--- src/rtl/number_token_sniffer.sv ---
// Streaming ASCII scanner: pulls whitespace-delimited decimal numbers out of a byte
// stream and emits one binary token per number through a single registered output slot.
module number_token_sniffer #(
   parameter int VAL_W     = 32,
   parameter int LEN_W     = 5,
   parameter int SHORT_MAX = 4,
   parameter int DROP_W    = 16
) (
   input  logic              clk,
   input  logic              rst,
   input  logic              en,
   input  logic              in_valid,
   input  logic [7:0]        in_data,
   input  logic              in_last,
   output logic              in_ready,
   output logic              out_valid,
   input  logic              out_ready,
   output logic [VAL_W-1:0]  out_value,
   output logic [LEN_W-1:0]  out_len,
   output logic              out_long,
   output logic              out_ovf,
   output logic [DROP_W-1:0] drop_cnt
);

   typedef enum logic [1:0] {GAP, NUM, SKIP} state_t;

   localparam logic [LEN_W-1:0] CNT_MAX = '1;

   state_t             state_q, state_d;
   logic [VAL_W-1:0]   acc_q, acc_d;
   logic [LEN_W-1:0]   cnt_q, cnt_d;
   logic               sat_q, sat_d;
   logic               ovf_q, ovf_d;
   logic               emit, drop_inc, accept;
   logic               is_dig, is_ws, prod_ovf, long_d;
   logic [3:0]         dig;
   logic [VAL_W+3:0]   prod;

   logic               ov_q;
   logic [VAL_W-1:0]   val_q;
   logic [LEN_W-1:0]   len_q;
   logic               long_q, oovf_q;
   logic [DROP_W-1:0]  drop_q;

   assign is_dig   = (in_data >= 8'h30) && (in_data <= 8'h39);
   assign is_ws    = (in_data == 8'h20) || (in_data == 8'h09) ||
                     (in_data == 8'h0A) || (in_data == 8'h0D);
   assign dig      = in_data[3:0];
   // acc*10 + d, kept 4 bits wider so overflow out of VAL_W is visible
   assign prod     = ({4'b0, acc_q} << 3) + ({4'b0, acc_q} << 1) + {{VAL_W{1'b0}}, dig};
   assign prod_ovf = |prod[VAL_W+3:VAL_W];
   // sat_d marks a digit count that ran past CNT_MAX, which is always long
   assign long_d   = sat_d || (int'(cnt_d) > SHORT_MAX);

   always_ff @(posedge clk or posedge rst) begin
      if (rst) begin
         state_q <= GAP;
         acc_q   <= '0;
         cnt_q   <= '0;
         sat_q   <= 1'b0;
         ovf_q   <= 1'b0;
      end else begin
         state_q <= state_d;
         acc_q   <= acc_d;
         cnt_q   <= cnt_d;
         sat_q   <= sat_d;
         ovf_q   <= ovf_d;
      end
   end

   always_comb begin
      state_d  = state_q;
      acc_d    = acc_q;
      cnt_d    = cnt_q;
      sat_d    = sat_q;
      ovf_d    = ovf_q;
      emit     = 1'b0;
      drop_inc = 1'b0;
      if (accept) begin
         case (state_q)
            GAP: begin
               if (is_dig) begin
                  state_d = NUM;
                  acc_d   = VAL_W'(dig);
                  cnt_d   = LEN_W'(1);
                  sat_d   = 1'b0;
                  ovf_d   = 1'b0;
               end else if (!is_ws) begin
                  state_d = SKIP;
               end
            end
            NUM: begin
               if (is_dig) begin
                  acc_d = (ovf_q || prod_ovf) ? '1 : prod[VAL_W-1:0];
                  ovf_d = ovf_q || prod_ovf;
                  if (cnt_q == CNT_MAX) sat_d = 1'b1;
                  else                  cnt_d = cnt_q + LEN_W'(1);
               end else if (is_ws) begin
                  emit    = 1'b1;
                  state_d = GAP;
               end else begin
                  state_d = SKIP;
               end
            end
            SKIP: begin
               if (is_ws) begin
                  drop_inc = 1'b1;
                  state_d  = GAP;
               end
            end
            default: state_d = GAP;
         endcase
         // end of text closes whatever word the byte left open
         if (in_last) begin
            if (state_d == NUM)       emit     = 1'b1;
            else if (state_d == SKIP) drop_inc = 1'b1;
            state_d = GAP;
         end
      end
   end

   always_comb begin
      in_ready  = en && (!ov_q || out_ready);
      accept    = in_valid && in_ready;
      out_valid = ov_q;
      out_value = val_q;
      out_len   = len_q;
      out_long  = long_q;
      out_ovf   = oovf_q;
      drop_cnt  = drop_q;
   end

   always_ff @(posedge clk or posedge rst) begin
      if (rst) begin
         ov_q   <= 1'b0;
         val_q  <= '0;
         len_q  <= '0;
         long_q <= 1'b0;
         oovf_q <= 1'b0;
         drop_q <= '0;
      end else begin
         if (emit) begin
            ov_q   <= 1'b1;
            val_q  <= acc_d;
            len_q  <= cnt_d;
            long_q <= long_d;
            oovf_q <= ovf_d;
         end else if (out_ready) begin
            ov_q   <= 1'b0;
         end
         if (drop_inc && (drop_q != '1)) drop_q <= drop_q + DROP_W'(1);
      end
   end

endmodule

--- config.mk ---
export PLATFORM = sky130hd
export DESIGN_NAME = number_token_sniffer
export DESIGN_NICKNAME = d
export VERILOG_FILES = /design/src/rtl/number_token_sniffer.sv
export SDC_FILE = /design/constraint.sdc
export NUM_CORES = 1
export LEC_CHECK = 0
export CAP_MARGIN = 10
export CORE_UTILIZATION = 28
export DETAILED_ROUTE_END_ITERATION = 10
export GPL_TIMING_DRIVEN = 1
export PLACE_DENSITY = 0.42
export SLEW_MARGIN = 20
export SYNTH_ARGS = -nofsm -noshare
export SYNTH_HDL_FRONTEND = slang
export SYNTH_SLANG_ARGS = --single-unit
--- constraint.sdc ---
create_clock -name clk -period 5.42 [get_ports clk]
set_input_delay 1.084 -clock clk [delete_from_list [all_inputs] [get_ports clk]]
set_output_delay 1.084 -clock clk [all_outputs]
set_load 0.01 [all_outputs]
---- Word level (Yosys, flattened, before mapping) ----
Cells that the tools add are included.
storage, ports and cells
  register bits after elaboration ......... 97
  input port bits ......................... 14
  output and inout bits ................... 57
  word-level logic and storage cells ...... 82
operators by class
  $add $sub $neg .......................... 4
  order comparisons ....................... 3
  eq/ne operators ......................... 10
  muxes and demuxes ....................... 40
  reduce and logical (&&, ||, !) cells .... 14
operator list
  operator               count
  $mux 32                4
  $pmux 32 s2            1
  $add 35x33->36         1
  $add 36x4->36          1
  $eq 8x4->1 const B     3
  $mux 1                 20
  $mux 5                 4
  $add 16x1->16 const B  1
  $ne 16x16->1 const B   1
  $mux 2                 7
  $pmux 5 s2             1
  $eq 8x6->1 const B     1
  $ge 8x6->1 const B     1
  $le 8x6->1 const B     1
  $logic_or 1x1->1       6
  $pmux 2 s3             1
  $add 5x1->5 const B    1
  $eq 5x5->1 const B     1
  $gt 5x3->1 const B     1
  $eq 2x1->1 const B     2
  $eq 2x2->1 const B     2
  $logic_and 1x1->1      4
  $pmux 1 s2             2
  $reduce_or 4->1        1
  3 further kinds        3

---- Longest topological paths before layout ----
  depth after elaboration ................. 14
  gate-level depth with buffers ........... 14
  mapped depth without buffers ............ 13

---- Worst setup path before layout ----
Ideal clock, no wire load.
  path type ............................... input-to-reg
  from .................................... input in_data[3]
  to ...................................... register val_q[22] (netlist: out_value[22])
  library setup time ...................... 141 ps
  arrival ................................. 3791 ps
  data required time ...................... 5279 ps
  slack ................................... 1488 ps
  cell stages on the path ................. 13
  buffers on the path ..................... 1
  cells stage by stage .................... fa_1 > inv_1 > fa_1 > nor2b_1 > o2111ai_1 > a21oi_1 > o21ai_1 > a211oi_1 > o21a_1 > o221ai_2 > buf_6 > o31ai_2 > a31oi_1
between the ends
  word-level cells in the longest chain between the ends .. 12
  elaborated cells between the ends (all ways) .. 32
  those cells by class .................... add/sub: 1; order compare: 2; eq/ne: 5; mux: 18; reduce/logical: 6
ends and longest elaborated chain
  item                                                                    RTL line  text
  from (decl)                                                             13        input logic [7:0] in_data,
  parallel branches: the longest is 12 deep, another holds $add 36x4->36  n/a
  to (signal assigned)                                                    136       val_q <= '0;
  to (signal assigned)                                                    144       val_q <= acc_d;
  to (decl)                                                               40        logic [VAL_W-1:0] val_q;
Several ways; the timed one is not identified. The select of a mux whose other input is x is not followed.
A chain may end at the register's enable or synchronous reset.

---- Worst setup path after layout ----
  from .................................... input in_data[3]
  to ...................................... register val_q[18] (netlist: out_value[18])
Same word-level chain as after synthesis.

==> impl_metrics.toml <==
[outcome]
status = "completed"

[finish]
fin_nets = 891
seq_area_mm2 = 0.00243
area_growth_pct = 20.1
diodes = 0
drive_above_1_share = 0.0699
finalNonFillerCells = 1134
num-fill-cells = 2407
multiInputGateArea_mm2 = 0.00403
finish.utilization = 0.342
stdcell_area_mm2 = 0.00803

[global_route]
overflow = 0
grt_max_degree = 66
grt_pass1_vias = 6155
grt_usage = 0.168
grt_antenna_before_repair = 0
grt_pass1_wl_um = 32300

[setup_path]
slowest_delay_ps = 590
startpoint_type = "input pin"
cp.arrival_ps = 4880
path_max_fanout = 31
slowest_stage = "fa_1"
path_cells = "clkdlybuf4s50_1 -> fa_1 -> inv_1 -> fa_1 -> nor2b_1 -> o2111ai_1 -> a21oi_1 -> o21ai_1 -> a211oi_1 -> o21a_1 -> o221ai_2 -> nor2_4 -> buf_16 -> a41oi_1"
cp_common_cell = "fa_1"
crit_type = "in2reg"
crit_path_end_kind = "flop"
critical_path_required_ps = 5620

[logic_synthesis]
synth_top_cell_by_area = "dfrtp_1"
syn_area_per_cell_um2 = 8.83
ys.flop_type = "dfrtp_1"
netlist_instances = 757
syn_nets = 838
synth-edff-count = 0
netlist_area_mm2 = 0.00669
synthArstFlopShare = 1.00
ys_ff_latch = 97
ys_seq_area_frac = 0.363
synth_area_leaders = "dfrtp_1 36%, ha_1 12%, nand2_1 6.3%"
yosysMostFrequentCell = "nand2_1"
synth_top_area_share = 0.363
ys_types = 75
ys_warn_count = 0
netlist_top_cells_count = "113 x nand2_1, 97 x dfrtp_1, 76 x a21oi_1"

[floorplanning]
pin_count = 71
die_w_um = 157
start_util = 0.285
num_rows = 56
chipHeight_um = 157
core-area_mm2 = 0.0235
die-area_mm2 = 0.0245

[power]
leakagePower_uw = 0.00352
p_per_area_mw_per_mm2 = 234
peakVddDrop_mv = 0.134

[clock_network]
cts_hold_buf = 0
clockBufferDepth = 2
clkTransAtPathRegs_ps = 80
cts_num_sinks = 97
clk_latency_ps = 360
ctsResizeCount = 0
cts_tree = "done"
h-tree-depth = 3
cts_setup_buffers = 0
numCtsBuffers = 9
clockRootBuffer = "clkbuf_16"

[route]
routed_via_density = 5.27
ant_nets = 0
detail_route.wirelength_um = 19600
wl_per_cell_um = 17.3
vias = 5976
drt_iter0_drc = 408
drc = 0
drtPass1Iterations = 5

[timing]
setup_viol = 0
period_share = 0.862
timing.slew.headroom = 0.337
finClkSkew_ps = 8.23
max_freq_mhz = 214
rsz0062_at_grt = "false"
fin_ws_ps = 746
drv_slew = 0
fin_crit_ps = 4670
hold_violations = 0
worstMarginPinSlew_ps = 992

[placed_design]
dp_hpwl_um = 14500
place_area_mm2 = 0.00772
dp_cells = 1117
dpl_worst_slack_ps = -43.6
gp_congestion = 0.928
numPortBuffers = 70

[hold_path]
min_path_type = "reg2reg"

[job]
cap_violations = 0
## power by group
group          switching [uW]  internal [uW]
sequential               65.1            785
combinational             190            193
clock                     318            329
total                     573           1310
## critical path, delay by kind of cell
family	cells	cell delay [ps]
AND/OR/NAND/NOR	2	570
buffers and inverters	3	770
AO/OA/AOI/OAI	7	1380
adder cells (fa/ha/maj)	2	1050
## cell families after synthesis
group | share of synthesized area
compound gates | 0.229
mux | 0.00318
xor+xnor | 0.0563
buf+inv | 0.0359
flops | 0.363
simple gates | 0.185
fa+ha+maj | 0.128
## per-stage QoR
step / TNS, ps / hold slack [ps] / power [uW]
final: 0 / 490 / 1880
after global routing: 0 / 524 / 1990
after CTS: 0 / 493 / 1910
after detailed placement: -102 / 475 / 1250
after global placement: 0 / 464 / 1240
after floorplan: 0 / 474 / 1060
## cell usage in the layout (no fill, tap or decap), types with 7 or more instances in the layout
cell type,Yosys,final
nand2_1,113,113
dfrtp_1,97,97
a21oi_1,76,75
clkdlybuf4s50_1,0,70
ha_1,65,65
o21ai_0,46,46
nor2_1,42,41
a31oi_1,31,31
xnor2_1,29,29
nand3_1,22,22
a41oi_1,15,15
inv_1,15,14
nand4_1,14,14
xor2_1,14,14
buf_4,1,14
o21ai_1,12,12
a21o_1,12,12
clkbuf_16,0,9
and3_1,7,7
nor3_1,7,7
## cell type report
type / count / share of cell area
multi-input combinational: 602 / 0.502
sequential: 97 / 0.302
timing repair buffer: 85 / 0.104
tap: 319 / 0.0497
clock buffer: 11 / 0.0302
inverter: 15 / 0.00732
clock inverter: 5 / 0.00483
## registers in the layout, summed over array words and instances (netlist names)
name and flops:
drop_cnt 16, out_valid 1, out_value 32, out_long 1
ovf_q 1, state_q 2, cnt_q 5, sat_q 1
acc_q 32, out_ovf 1, out_len 5
## routing by layer
layer / global-route usage / part of all wire / wire length (um)
met2: 0.284 / 0.48 / 9360
met3: 0.0291 / 0.038 / 754
met4: 0.0481 / 0.014 / 284
met5: 0 / 0 / 0
met1: 0.220 / 0.47 / 9240
## worst paths after layout
path	startpoint	end	slack, ps	cells past startpoint
min reg2reg	out_len[2]	out_len[2]	490	2
min	out_len[2]	out_len[2]	490	2
max reg2reg	acc_q[2]	out_value[18]	1540	13
min in group asynchronous	rst	out_value[7]	1260	2
max	in_data[3]	out_value[18]	750	14
max in group asynchronous	rst	acc_q[29]	3180	3
Power figures use the tool's default switching activity.
